<file path="src/rtl/dynamixel_status_receiver.sv">
// dynamixel_status_receiver
//   Receives Dynamixel Protocol 2.0 status packets from the half-duplex servo
//   bus. The block contains an 8N1 UART receiver, a header/field parser with
//   byte-destuffing, and a CRC-16 (poly 0x8005) checker. Fields are assembled
//   in shadow registers and published only when the CRC matches.
//
// Ports
//   clock          system clock, rising edge
//   reset_n        asynchronous active-low reset
//   rx             bus receive data, idle high
//   packet_valid   1-cycle pulse, packet with good CRC completed
//   id             servo ID of the last valid packet
//   error          ERR byte of the last valid packet
//   value          destuffed param bytes 0..3, little-endian, missing bytes zero
//   param_count    destuffed param byte count, saturating at 255
//   crc_error      1-cycle pulse, packet completed with a CRC mismatch
//   framing_error  1-cycle pulse, stop bit sampled low
//
// UART states
//   state   | meaning
//   U_IDLE  | line idle, waiting for a falling edge
//   U_START | counting to the middle of the start bit to re-check it
//   U_DATA  | sampling 8 data bits, LSB first
//   U_STOP  | sampling the stop bit
//
// Parser states
//   state   | meaning
//   P_HDR1  | waiting for first header byte FF
//   P_HDR2  | expecting FF
//   P_HDR3  | expecting FD (extra FF keeps us here)
//   P_RSV   | expecting reserved byte 00
//   P_ID    | servo ID
//   P_LEN_L | length, low byte
//   P_LEN_H | length, high byte; range check
//   P_INST  | expecting status instruction 55
//   P_ERR   | error byte
//   P_PARAM | LEN-4 raw parameter bytes, destuffed
//   P_CRC_L | received CRC, low byte
//   P_CRC_H | received CRC, high byte; compare and publish
module dynamixel_status_receiver #(
    parameter int clocks_per_bit = 3,
    parameter int max_len        = 64
) (
    input  logic        clock,
    input  logic        reset_n,
    input  logic        rx,
    output logic        packet_valid,
    output logic [7:0]  id,
    output logic [7:0]  error,
    output logic [31:0] value,
    output logic [7:0]  param_count,
    output logic        crc_error,
    output logic        framing_error
);

    // Bit timer is a down-counter; clocks_per_bit must be at least 2.
    localparam int TW = (clocks_per_bit > 1) ? $clog2(clocks_per_bit) : 1;
    localparam logic [TW-1:0] TMR_BIT  = TW'(clocks_per_bit - 1);
    localparam logic [TW-1:0] TMR_HALF =
        TW'((clocks_per_bit / 2 > 0) ? (clocks_per_bit / 2 - 1) : 0);
    localparam logic [15:0] MAX_LEN = 16'(max_len);

    typedef enum logic [1:0] {
        U_IDLE,
        U_START,
        U_DATA,
        U_STOP
    } uart_state_t;

    typedef enum logic [3:0] {
        P_HDR1,
        P_HDR2,
        P_HDR3,
        P_RSV,
        P_ID,
        P_LEN_L,
        P_LEN_H,
        P_INST,
        P_ERR,
        P_PARAM,
        P_CRC_L,
        P_CRC_H
    } parser_state_t;

    function automatic logic [15:0] crc16_byte(input logic [15:0] crc_in,
                                               input logic [7:0]  data);
        logic [15:0] c;
        c = crc_in ^ {data, 8'h00};
        for (int i = 0; i < 8; i++) begin
            c = c[15] ? ((c << 1) ^ 16'h8005) : (c << 1);
        end
        return c;
    endfunction

    // ------------------------------------------------------------------
    // State registers
    // ------------------------------------------------------------------
    uart_state_t   uart_state_q, uart_state_d;
    parser_state_t p_state_q, p_state_d;

    // UART datapath
    logic          rx_meta_q, rx_sync_q, rx_prev_q;
    logic [TW-1:0] tmr_q, tmr_d;
    logic [2:0]    bit_cnt_q, bit_cnt_d;
    logic [7:0]    shift_q, shift_d;
    logic          byte_stb_q, byte_stb_d;
    logic [7:0]    byte_q, byte_d;
    logic          frame_err_q, frame_err_d;

    // Parser datapath
    logic [15:0] len_q, len_d;
    logic [15:0] rem_q, rem_d;
    logic [7:0]  id_sh_q, id_sh_d;
    logic [7:0]  err_sh_q, err_sh_d;
    logic [31:0] val_sh_q, val_sh_d;
    logic [7:0]  cnt_sh_q, cnt_sh_d;
    logic [23:0] hist_q, hist_d;
    logic [1:0]  raw_cnt_q, raw_cnt_d;
    logic [15:0] crc_q, crc_d;
    logic [7:0]  crc_l_q, crc_l_d;

    // Outputs
    logic        packet_valid_q, packet_valid_d;
    logic        crc_error_q, crc_error_d;
    logic [7:0]  id_q, id_d;
    logic [7:0]  error_q, error_d;
    logic [31:0] value_q, value_d;
    logic [7:0]  param_count_q, param_count_d;

    logic [15:0] crc_next;
    logic [15:0] len_full;
    logic        len_bad;
    logic        is_stuff;

    assign crc_next = crc16_byte(crc_q, byte_q);
    assign len_full = {byte_q, len_q[7:0]};
    assign len_bad  = (len_full < 16'd4) || (len_full > MAX_LEN);
    // Stuffing is decided on raw history only, so the first three param
    // bytes can never qualify.
    assign is_stuff = (raw_cnt_q == 2'd3) && (hist_q == 24'hFF_FF_FD);

    always_ff @(posedge clock or negedge reset_n) begin
        if (!reset_n) begin
            uart_state_q <= U_IDLE;
            p_state_q    <= P_HDR1;
        end else begin
            uart_state_q <= uart_state_d;
            p_state_q    <= p_state_d;
        end
    end

    // ------------------------------------------------------------------
    // UART next state
    // ------------------------------------------------------------------
    always_comb begin
        uart_state_d = uart_state_q;
        case (uart_state_q)
            U_IDLE:  if (rx_prev_q && !rx_sync_q) uart_state_d = U_START;
            U_START: if (tmr_q == '0) uart_state_d = rx_sync_q ? U_IDLE : U_DATA;
            U_DATA:  if (tmr_q == '0 && bit_cnt_q == 3'd7) uart_state_d = U_STOP;
            U_STOP:  if (tmr_q == '0) uart_state_d = U_IDLE;
            default: uart_state_d = U_IDLE;
        endcase
    end

    // ------------------------------------------------------------------
    // UART datapath
    // ------------------------------------------------------------------
    always_comb begin
        tmr_d       = tmr_q;
        bit_cnt_d   = bit_cnt_q;
        shift_d     = shift_q;
        byte_stb_d  = 1'b0;
        byte_d      = byte_q;
        frame_err_d = 1'b0;
        case (uart_state_q)
            U_IDLE: begin
                tmr_d     = TMR_HALF;
                bit_cnt_d = 3'd0;
            end
            U_START: begin
                tmr_d = (tmr_q == '0) ? TMR_BIT : tmr_q - TW'(1);
            end
            U_DATA: begin
                if (tmr_q == '0) begin
                    shift_d   = {rx_sync_q, shift_q[7:1]};
                    bit_cnt_d = bit_cnt_q + 3'd1;
                    tmr_d     = TMR_BIT;
                end else begin
                    tmr_d = tmr_q - TW'(1);
                end
            end
            U_STOP: begin
                if (tmr_q == '0) begin
                    if (rx_sync_q) begin
                        byte_stb_d = 1'b1;
                        byte_d     = shift_q;
                    end else begin
                        frame_err_d = 1'b1;
                    end
                end else begin
                    tmr_d = tmr_q - TW'(1);
                end
            end
            default: tmr_d = TMR_HALF;
        endcase
    end

    // ------------------------------------------------------------------
    // Parser next state
    // ------------------------------------------------------------------
    always_comb begin
        p_state_d = p_state_q;
        if (frame_err_q) begin
            p_state_d = P_HDR1;
        end else if (byte_stb_q) begin
            case (p_state_q)
                P_HDR1:  if (byte_q == 8'hFF) p_state_d = P_HDR2;
                P_HDR2:  p_state_d = (byte_q == 8'hFF) ? P_HDR3 : P_HDR1;
                P_HDR3: begin
                    if (byte_q == 8'hFD)      p_state_d = P_RSV;
                    else if (byte_q != 8'hFF) p_state_d = P_HDR1;
                end
                P_RSV:   p_state_d = (byte_q == 8'h00) ? P_ID : P_HDR1;
                P_ID:    p_state_d = P_LEN_L;
                P_LEN_L: p_state_d = P_LEN_H;
                P_LEN_H: p_state_d = len_bad ? P_HDR1 : P_INST;
                P_INST:  p_state_d = (byte_q == 8'h55) ? P_ERR : P_HDR1;
                P_ERR:   p_state_d = (len_q == 16'd4) ? P_CRC_L : P_PARAM;
                P_PARAM: if (rem_q == 16'd1) p_state_d = P_CRC_L;
                P_CRC_L: p_state_d = P_CRC_H;
                P_CRC_H: p_state_d = P_HDR1;
                default: p_state_d = P_HDR1;
            endcase
        end
    end

    // ------------------------------------------------------------------
    // Parser datapath and outputs
    // ------------------------------------------------------------------
    always_comb begin
        len_d          = len_q;
        rem_d          = rem_q;
        id_sh_d        = id_sh_q;
        err_sh_d       = err_sh_q;
        val_sh_d       = val_sh_q;
        cnt_sh_d       = cnt_sh_q;
        hist_d         = hist_q;
        raw_cnt_d      = raw_cnt_q;
        crc_d          = crc_q;
        crc_l_d        = crc_l_q;
        packet_valid_d = 1'b0;
        crc_error_d    = 1'b0;
        id_d           = id_q;
        error_d        = error_q;
        value_d        = value_q;
        param_count_d  = param_count_q;
        if (frame_err_q) begin
            crc_d = 16'h0000;
        end else if (byte_stb_q) begin
            case (p_state_q)
                P_HDR1: crc_d = (byte_q == 8'hFF) ? crc16_byte(16'h0000, byte_q) : 16'h0000;
                P_HDR2: crc_d = (byte_q == 8'hFF) ? crc_next : 16'h0000;
                P_HDR3: begin
                    // An extra FF slides the header window: the accumulator
                    // already holds CRC(FF FF), which is still correct.
                    if (byte_q == 8'hFD)      crc_d = crc_next;
                    else if (byte_q != 8'hFF) crc_d = 16'h0000;
                end
                P_RSV:  crc_d = (byte_q == 8'h00) ? crc_next : 16'h0000;
                P_ID: begin
                    crc_d     = crc_next;
                    id_sh_d   = byte_q;
                    val_sh_d  = 32'h0;
                    cnt_sh_d  = 8'h00;
                    hist_d    = 24'h0;
                    raw_cnt_d = 2'd0;
                end
                P_LEN_L: begin
                    crc_d = crc_next;
                    len_d = {8'h00, byte_q};
                end
                P_LEN_H: begin
                    len_d = len_full;
                    crc_d = len_bad ? 16'h0000 : crc_next;
                end
                P_INST: crc_d = (byte_q == 8'h55) ? crc_next : 16'h0000;
                P_ERR: begin
                    crc_d    = crc_next;
                    err_sh_d = byte_q;
                    rem_d    = len_q - 16'd4;
                end
                P_PARAM: begin
                    crc_d     = crc_next;
                    rem_d     = rem_q - 16'd1;
                    hist_d    = {hist_q[15:0], byte_q};
                    raw_cnt_d = (raw_cnt_q == 2'd3) ? 2'd3 : raw_cnt_q + 2'd1;
                    if (!is_stuff) begin
                        if (cnt_sh_q < 8'd4) begin
                            val_sh_d[{cnt_sh_q[1:0], 3'b000} +: 8] = byte_q;
                        end
                        cnt_sh_d = (cnt_sh_q == 8'hFF) ? 8'hFF : cnt_sh_q + 8'd1;
                    end
                end
                P_CRC_L: crc_l_d = byte_q;
                P_CRC_H: begin
                    crc_d = 16'h0000;
                    if ({byte_q, crc_l_q} == crc_q) begin
                        packet_valid_d = 1'b1;
                        id_d           = id_sh_q;
                        error_d        = err_sh_q;
                        value_d        = val_sh_q;
                        param_count_d  = cnt_sh_q;
                    end else begin
                        crc_error_d = 1'b1;
                    end
                end
                default: crc_d = 16'h0000;
            endcase
        end
    end

    always_ff @(posedge clock or negedge reset_n) begin
        if (!reset_n) begin
            rx_meta_q      <= 1'b1;
            rx_sync_q      <= 1'b1;
            rx_prev_q      <= 1'b1;
            tmr_q          <= '0;
            bit_cnt_q      <= 3'd0;
            shift_q        <= 8'h00;
            byte_stb_q     <= 1'b0;
            byte_q         <= 8'h00;
            frame_err_q    <= 1'b0;
            len_q          <= 16'h0;
            rem_q          <= 16'h0;
            id_sh_q        <= 8'h00;
            err_sh_q       <= 8'h00;
            val_sh_q       <= 32'h0;
            cnt_sh_q       <= 8'h00;
            hist_q         <= 24'h0;
            raw_cnt_q      <= 2'd0;
            crc_q          <= 16'h0;
            crc_l_q        <= 8'h00;
            packet_valid_q <= 1'b0;
            crc_error_q    <= 1'b0;
            id_q           <= 8'h00;
            error_q        <= 8'h00;
            value_q        <= 32'h0;
            param_count_q  <= 8'h00;
        end else begin
            rx_meta_q      <= rx;
            rx_sync_q      <= rx_meta_q;
            rx_prev_q      <= rx_sync_q;
            tmr_q          <= tmr_d;
            bit_cnt_q      <= bit_cnt_d;
            shift_q        <= shift_d;
            byte_stb_q     <= byte_stb_d;
            byte_q         <= byte_d;
            frame_err_q    <= frame_err_d;
            len_q          <= len_d;
            rem_q          <= rem_d;
            id_sh_q        <= id_sh_d;
            err_sh_q       <= err_sh_d;
            val_sh_q       <= val_sh_d;
            cnt_sh_q       <= cnt_sh_d;
            hist_q         <= hist_d;
            raw_cnt_q      <= raw_cnt_d;
            crc_q          <= crc_d;
            crc_l_q        <= crc_l_d;
            packet_valid_q <= packet_valid_d;
            crc_error_q    <= crc_error_d;
            id_q           <= id_d;
            error_q        <= error_d;
            value_q        <= value_d;
            param_count_q  <= param_count_d;
        end
    end

    assign packet_valid  = packet_valid_q;
    assign crc_error     = crc_error_q;
    assign framing_error = frame_err_q;
    assign id            = id_q;
    assign error         = error_q;
    assign value         = value_q;
    assign param_count   = param_count_q;

endmodule

</file>
<file path="config.mk">
export PLATFORM = sky130hd
export DESIGN_NAME = dynamixel_status_receiver
export DESIGN_NICKNAME = d
export VERILOG_FILES = /design/src/rtl/dynamixel_status_receiver.sv
export SDC_FILE = /design/constraint.sdc
export NUM_CORES = 1
export LEC_CHECK = 0
export CAP_MARGIN = 40
export CORE_MARGIN = 10
export CORE_UTILIZATION = 35
export CTS_CLUSTER_DIAMETER = 80
export DETAILED_ROUTE_END_ITERATION = 10
export GPL_TIMING_DRIVEN = 0
export SYNTH_ARGS = -nofsm -noshare
export SYNTH_HDL_FRONTEND = slang
export SYNTH_SLANG_ARGS = --single-unit
</file>
<file path="constraint.sdc">
create_clock -name clock -period 2.95 [get_ports clock]
set_input_delay 0.59 -clock clock [delete_from_list [all_inputs] [get_ports clock]]
set_output_delay 0.59 -clock clock [all_outputs]
set_load 0.02 [all_outputs]
</file>
# Word level (Yosys, flattened, before mapping)
# Cells that the tools add are included.
[word_totals] ff_bits=228 elab_cells=203
[classes] n_addsub=7 order_cmp=3 eq_ne=37 n_shift=2 muxes=75 n_bitwise=19 n_reduce_logical=32
[ops] cell="two-way mux 16 bit" count=25
[ops] cell="one-hot mux 16 bit (8 select lines)" count=1
[ops] cell="two-way mux 32 bit" count=2
[ops] cell="one-hot mux 16 bit (2 select lines)" count=2
[ops] cell="one-hot mux 32 bit (2 select lines)" count=1
[ops] cell="inverter 3 bit" count=16
[ops] cell="one-hot mux 24 bit (2 select lines)" count=1
[ops] cell="one-hot mux 4 bit (11 select lines)" count=1
[ops] cell="bitwise mux 32 bit" count=1
[ops] cell="variable shift 8 x 7 -> 32 bit, first input constant" count=1
[ops] cell="indexed part select 8 x 7 -> 32 bit" count=1
[ops] cell="two-way mux 4 bit" count=7
[ops] cell="== test 24 bit, second input constant" count=1
[ops] cell="== test 8 bit, second input constant" count=3
[ops] cell="AND reduction 3 bit" count=8
[ops] cell="two-way mux 2 bit" count=10
[ops] cell="AND reduction 4 bit" count=5
[ops] cell="!= test 2 bit, second input constant" count=9
[ops] cell="== test 16 x 1 -> 1 bit, second input constant" count=1
[ops] cell="== test 16 bit" count=1
[ops] cell="== test 16 x 3 -> 1 bit, second input constant" count=1
[ops] cell="== test 4 x 3 -> 1 bit, second input constant" count=4
[ops] cell="== test 4 bit, second input constant" count=4
[ops] cell="greater-than comparator 16 x 7 -> 1 bit, second input constant" count=1
[ops] cell="other kinds (39)" count=68

# Logic depth before layout (Yosys ltp)
# Gate-level depths: netlist of run 1.
[depth] word_depth=21 mapped_depth=9

# Worst setup path after synthesis of run 1
# No wires, ideal clock.
[synth_path] path_kind="register to register" from="reg byte_q[6]" to="reg crc_q[0]" setup_ps=126 t_arrival_ps=2119 t_required_ps=2824 setup_slack_ps=705 stages_incl_launch_ff=7 n_path_buf=1 cell_sequence="dfrtp_1 clkbuf_1 xnor2_1 ha_1 xnor2_1 xnor3_1 a221o_1"
[synth_between] elab_chain_len=14 word_cells_on_any_way=38
[synth_rtl] item="start: declaration" line="107" rtl="logic [7:0] byte_q, byte_d;"
[synth_rtl] item="start signal: assignment" line="358" rtl="byte_q <= byte_d;"
[synth_rtl] item="bitwise XOR 16 bit" line="88" rtl="c = crc_in ^ {data, 8'h00};"
[synth_rtl] item="inverter 3 bit (no line)"
[synth_rtl] item="two-way mux 16 bit (8 in series)" line="90" rtl="c = c[15] ? ((c << 1) ^ 16'h8005) : (c << 1);"
[synth_rtl] item="two-way mux 16 bit, on equally long branches"
[synth_rtl] item="one-hot mux 16 bit (8 select lines)" line="261" rtl="case (p_state_q)"
[synth_rtl] item="two-way mux 16 bit" line="260" rtl="end else if (byte_stb_q) begin"
[synth_rtl] item="two-way mux 16 bit" line="258" rtl="if (frame_err_q) begin"
[synth_rtl] item="end signal: assignment" line="368" rtl="crc_q <= crc_d;"
[synth_rtl] item="end: declaration" line="119" rtl="logic [15:0] crc_q, crc_d;"
# Parallel ways exist; a longest one is shown, timed or not. The select of a mux whose other input is x is not followed.
# A chain may end at the register's enable or synchronous reset.

# Worst setup path in the final report of run 1
[layout_path] from="reg byte_q[5]" to="reg crc_q[6]"
[layout_between] elab_chain_len=14 word_cells_on_any_way=38
[layout_rtl] item="bitwise XOR 16 bit" line="88"
[layout_rtl] item="two-way mux 16 bit" line="90"
[layout_rtl] item="inverter 3 bit (no line)"
[layout_rtl] item="two-way mux 16 bit (7 in series)" line="90"
[layout_rtl] item="two-way mux 16 bit, on equally long branches"
[layout_rtl] item="one-hot mux 16 bit (8 select lines)" line="261"
[layout_rtl] item="two-way mux 16 bit" line="260"
[layout_rtl] item="two-way mux 16 bit" line="258"
# Parallel ways exist; a longest one is shown, timed or not. The select of a mux whose other input is x is not followed.

==> flow_metrics.py, run 1 <==
metrics = {
    "yosys": {
        "async_flop_share": 1.000,
        "syn_avg_cell_area_um2": 11.12,
        "yosys_warnings": 0,
        "netlist_instances": 971,
        "synth_area_um2": 10800,
        "seq_area_frac_synth": 0.5286,
        "synth_edf_count": 0,
        "yosysUniqueCellTypes": 71,
        "syn_nets": 1007,
        "ys_seq_elements": 228,
        "ys.flop_type": "dfrtp_1",
    },
    "global_routing": {
        "grt_pass1_wl_um": 43100,
        "grt_overflow": 0,
        "grt_use_total": 0.1363,
        "grt_pass1_vias": 7651,
        "grt_max_degree": 122,
        "antenna_found_initial": 0,
    },
    "die": {
        "die_w_um": 195.7,
        "die_h_um": 195.7,
        "initial_core_util": 0.3540,
        "rows": 64,
        "ioPinCount": 62,
        "core_area_um2": 30510,
        "die_area_um2": 38290,
    },
    "sta": {
        "timing.final.crit_share": 0.9393,
        "setup_ws_ns": 0.1791,
        "final_hold_viol_count": 0,
        "setup_tns_ns": 0,
        "maxSlewHeadroom": 0.3688,
        "rsz0062_at_grt": "no",
        "finClkSkew_ns": 0.01643,
        "fin_crit_ns": 2.771,
        "tightest_slew_ns": 0.9337,
        "setup_viol": 0,
        "worst_hold_slack_ns": 0.09032,
        "slew_viol_final": 0,
        "max_freq_mhz": 360.9,
    },
    "power": {
        "powerDensity_nw_per_um2": 594.3,
        "p_int_mw": 5.541,
        "peakVddDrop_v": 0.0005314,
        "p_switching_mw": 2.065,
        "power.share.clock": 0.386,
        "power_frac_seq": 0.440,
        "combPwrFrac": 0.174,
        "p_leak_nw": 5.829,
        "switching_share": 0.2715,
        "finalPower_mw": 7.605,
    },
    "cts": {
        "cts_tree": "built",
        "path_clk_slew_ns": 0.06,
        "cts_root_buffer": "clkbuf_16",
        "numCtsBuffers": 24,
        "postCtsHoldBufs": 0,
        "cts_num_sinks": 228,
        "clock_latency_ns": 0.52,
        "cts-htree-levels": 1,
        "cts.path.max_buffers": 3,
    },
    "critical_path": {
        "crit_chain": "clkbuf_1 > inv_1 > ha_1 > nand4_1 > o32ai_1 > nor4_2 > nand2_1 > nand3_1 > o21ai_0",
        "cp.arrival_ns": 3.15,
        "worstSetupPathType": "reg -> reg",
        "start_kind": "flip-flop",
        "critPathMaxStageDelay_ns": 0.45,
        "endpoint_kind": "flip-flop",
        "critPathRequiredTime_ns": 3.33,
        "crit_slowest_cell": "clkbuf_1",
        "cp_max_fo": 5,
    },
    "layout": {
        "num-nets-final": 1101,
        "design_area_um2": 12800,
        "drive_above_1_share": 0.1577,
        "nFillCells": 2916,
        "antenna_cells": 0,
        "areaGrowthSynthToFinish_pct": 18.48,
        "final_cells": 1474,
        "post-route-util": 0.4195,
    },
    "place": {
        "place_hpwl_um": 18530,
        "finalWeightedCongestion": 0.8728,
        "dp_cells": 1434,
        "place_ws_ns": -0.5388,
        "place_area_um2": 12000,
        "io_buffer_count": 61,
    },
    "route": {
        "drtIter0Drc": 569,
        "wl_per_cell_um": 17.96,
        "firstDrtPassIters": 5,
        "vias": 7812,
        "ant_nets": 0,
        "viasPerCell": 5.300,
        "finalWirelength_um": 26470,
        "post-route-drc-count": 0,
    },
    "flow_run": {
        "max-cap-violations": 0,
    },
    "min_path": {
        "hold_class": "in -> async",
    },
    "status": {
        "status": "finished, final reports clean",
    },
}
## critical path, delay by kind of cell, from the launching register on
kind            cells  cell delay (ns)
compound gates      2             0.29
simple gates        4             1.02
fa+ha+maj           1             0.24
flops               1             0.43
buf+inv             2             0.66
## path summary, 6_finish.rpt
| path | to | startpoint | depth (start not counted) | slack, ns |
|---|---|---|---|---|
| worst min register to register | rx_sync_q | rx_meta_q | 0 | 0.36 |
| worst max register to register | crc_q[6] | byte_q[5] | 9 | 0.18 |
| max in group asynchronous | value[24] | reset_n | 2 | 1.74 |
| min in group clock | rx_sync_q | rx_meta_q | 0 | 0.36 |
| worst max-delay path | crc_q[6] | byte_q[5] | 9 | 0.18 |
| worst min-delay path | uart_state_q[0] | reset_n | 1 | 0.09 |
## final cells by class
class,instances,area (µm²),area share
sequential,228,5709,0.4461
multi-input combinational,666,4785,0.3739
clock buffer,37,720.7,0.05632
timing repair buffer,68,706.9,0.05524
tap,396,495.5,0.03872
buffer,49,240.2,0.01877
inverter,28,105.1,0.008213
clock inverter,2,35.03,0.002738
## power groups by stage
stage	clock network, mW	logic, mW	registers [mW]
final	2.94	1.32	3.34
after global routing	3.15	1.47	3.36
after CTS	3.03	1.32	3.35
after detailed placement	0	1.30	3.40
after global placement	0	1.24	3.40
after floorplan	0	0.879	3.37
## kinds of logic after synthesis
kind of cell,share of synthesized area
buf+inv,0.03093
simple gates,0.1216
xor+xnor,0.04077
flops,0.5286
compound gates,0.1443
mux,0.09556
fa+ha+maj,0.03823
## flip-flops by register name, summed over array words and instances, names as in the netlist, 2 cells and up, named ones only
signal,flops
rem_q,16
crc_l_q,8
tmr_q,2
byte_q,8
crc_q,16
val_sh_q,32
bit_cnt_q,3
param_count,8
err_sh_q,8
id,8
hist_q,24
raw_cnt_q,2
value,32
shift_q,8
p_state_q,4
len_q,16
id_sh_q,8
error,8
cnt_sh_q,8
## per-layer routing
metal | vias up | global-route usage | wire [µm]
li1 | 3653 | - | -
met1 | 3940 | 0.1995 | 12810
met2 | 182 | 0.2039 | 11780
met3 | 37 | 0.02387 | 1366
met4 | 0 | 0.03224 | 504
met5 | - | 0 | 0
## synthesized netlist by cell type (7+ instances only)
library cell	number	area share
a21oi_1	27	0.013
nand2_1	137	0.048
xor2_1	18	0.015
dfrtp_1	225	0.52
o21ai_0	60	0.028
nand4_1	14	0.0081
o21ai_1	37	0.017
nor4_1	13	0.0075
ha_1	33	0.038
nor2_1	37	0.013
mux2_2	53	0.055
xnor2_1	27	0.022
nor3_1	12	0.0056
buf_2	15	0.0069
nand3_1	10	0.0046
inv_1	27	0.0094
a22oi_1	12	0.0083
nand2b_1	7	0.0041
a22o_1	45	0.036
mux2_4	29	0.040
clkbuf_1	28	0.0097
## layout by cell type (no fill, tap or decap), drive strengths merged, types with 4 or more instances in the layout
master,n
dfrtp,225
nand2,137
o21ai,97
mux2,82
clkbuf,64
clkdlybuf4s50,60
a22o,45
nor2,37
ha,33
buf,30
a21oi,29
xnor2,27
inv,27
xor2,18
nor4,15
nand4,14
nor3,13
a22oi,12
nand3,11
nand2b,7
o22ai,7
nor2b,5
o21a,5
nand3b,5
o22a,5
nor3b,5
and3,4
or3,4
a21o,4
## repair_timing
action	in CTS	in global routing
setup buffers	0	0
resized for setup	6	13
setup endpoints to repair	20	8
(Power assumes the default switching activity.)
==> run 2, diff against run 1 <==
CORE_UTILIZATION = 41   (was 35)
GPL_TIMING_DRIVEN = not set   (was 0)
==> flow_metrics.py, run 2 (synthesized netlist as in run 1, its figures left out) <==
metrics = {
    "status": {
        "status": "finished, final reports clean",
    },
    "cts": {
        "cts.path.max_buffers": 3,
        "cts_setup_buffers": 0,
        "numCtsBuffers": 24,
        "cts_num_sinks": 228,
        "cts.repair.resized": 0,
        "clock_latency_ns": 0.53,
        "path_clk_slew_ns": 0.06,
        "cts-htree-levels": 1,
        "postCtsHoldBufs": 0,
        "cts_tree": "built",
        "cts_root_buffer": "clkbuf_16",
    },
    "sta": {
        "rsz0062_at_grt": "no",
        "final_hold_viol_count": 0,
        "setup_tns_ns": 0,
        "setup_ws_ns": 0.2534,
        "timing.final.crit_share": 0.9141,
        "finClkSkew_ns": 0.01124,
        "setup_viol": 0,
        "maxSlewHeadroom": 0.5526,
        "fin_crit_ns": 2.697,
        "tightest_slew_ns": 0.6711,
        "slew_viol_final": 0,
        "max_freq_mhz": 370.8,
    },
    "critical_path": {
        "start_kind": "flip-flop",
        "cp-startpoint": "byte_q[4]",
        "endpoint_kind": "flip-flop",
        "critPathRequiredTime_ns": 3.34,
        "cp_max_fo": 8,
        "worstRegToRegCells": 8,
        "r2r_end": "crc_q[4]",
        "reg2reg_slack_ns": 0.25,
        "worstSetupPathType": "reg -> reg",
        "cp.arrival_ns": 3.08,
        "r2r-start": "byte_q[4]",
    },
    "layout": {
        "drive_above_1_share": 0.1711,
        "nFillCells": 2370,
        "areaGrowthSynthToFinish_pct": 18.01,
        "num-nets-final": 1083,
        "most-common-layout-cells": "dfrtp_1, nand2_1, o21ai_0, clkdlybuf4s50_1, mux2_2",
        "final_common_cell": "dfrtp_1",
        "antenna_cells": 0,
    },
    "die": {
        "core_area_um2": 25980,
        "initial_core_util": 0.4157,
        "die_h_um": 182.3,
        "ioPinCount": 62,
        "rows": 59,
        "die_w_um": 182.3,
        "die_area_um2": 33240,
    },
    "global_routing": {
        "grt_use_total": 0.1557,
        "grt_pass1_vias": 7697,
        "grt_pass1_wl_um": 42480,
        "antenna_found_initial": 0,
        "grt_overflow": 0,
        "grt_max_degree": 84,
    },
    "power": {
        "p_leak_nw": 5.885,
        "peakVddDrop_v": 0.0003881,
        "powerDensity_nw_per_um2": 608.7,
    },
    "route": {
        "post-route-drc-count": 0,
        "drtIter0Drc": 627,
        "wl_per_cell_um": 18.81,
        "viasPerCell": 5.455,
        "finalWirelength_um": 26320,
        "ant_nets": 0,
        "vias": 7632,
        "firstDrtPassIters": 5,
    },
    "place": {
        "finalWeightedCongestion": 0.8661,
        "place_hpwl_um": 17890,
        "io_buffer_count": 61,
        "place_ws_ns": 0.3485,
    },
    "min_path": {
        "hold_class": "in -> async",
    },
    "flow_run": {
        "max-cap-violations": 0,
    },
}
[run 2: cell count changes in the layout (fill, tap and decap cells not counted), sizes merged]
| cell | previous run | this run |
|---|---|---|
| buf | 30 | 39 |
| clkinvlp | 0 | 2 |
| clkbuf | 64 | 31 |
| bufinv | 1 | 2 |
| clkinv | 2 | 9 |
[run 2: layout make-up]
type / count / area (µm²) / area share
clock buffers: 31 / 688.2 / 0.05399
clock inverters: 12 / 118.9 / 0.009325
inverters: 28 / 105.1 / 0.008245
multi-input cells: 666 / 4768 / 0.3741
flip-flops and latches: 228 / 5709 / 0.4479
well taps: 335 / 419.2 / 0.03288
repair buffers: 99 / 938.4 / 0.07362
[run 2: how the worst max path moves through the flow]
stage,end,cells after the start,slack (ns)
finish,crc_q[4],8,0.25
global route,crc_q[8],7,0.08
CTS,crc_q[4],7,0.32
detailed placement,crc_q[6],7,0.35
global placement,crc_q[7],8,0.44
floorplan,crc_q[0],6,0.70
[run 2: metal layers]
layer / routed length, µm / global-route usage / vias to the layer above
met3: 1187 / 0.02671 / 49
met2: 12130 / 0.2447 / 168
met5: 0 / 0 / -
li1: - / - / 3634
met1: 12320 / 0.2145 / 3781
met4: 690 / 0.04849 / 0
[run 2: worst max-delay path, cell delays in order, from the launching register on]
cell	delay [ns]
dfrtp_1	0.67
inv_1	0.20
ha_1	0.29
nand4_1	0.14
nor4_1	0.07
nor4_1	0.51
nand2_1	0.25
nand3_1	0.28
o21ai_0	0.16
[run 2: per-stage QoR]
| step | std cells | total power [mW] | cell area [µm²] | hold WS (ns) | utilization |
|---|---|---|---|---|---|
| after floorplan | 971 | 4.246 | 10800 | 0.2944 | - |
| after global placement | 1356 | 4.712 | 11940 | 0.3471 | 0.4595 |
| after detailed placement | 1356 | 4.723 | 11940 | 0.3511 | 0.4595 |
| after CTS | 1399 | 7.844 | 12750 | 0.08313 | 0.4906 |
| after global routing | 1399 | 8.105 | 12750 | 0.1131 | 0.4906 |
| final | 1399 | 7.759 | 12750 | 0.04054 | 0.4906 |
[run 2: report_power, final]
group          internal (mW)  switching (mW)
Sequential              3.23           0.131
Clock                   1.82            1.26
Combinational          0.550           0.766
Total                   5.60            2.16
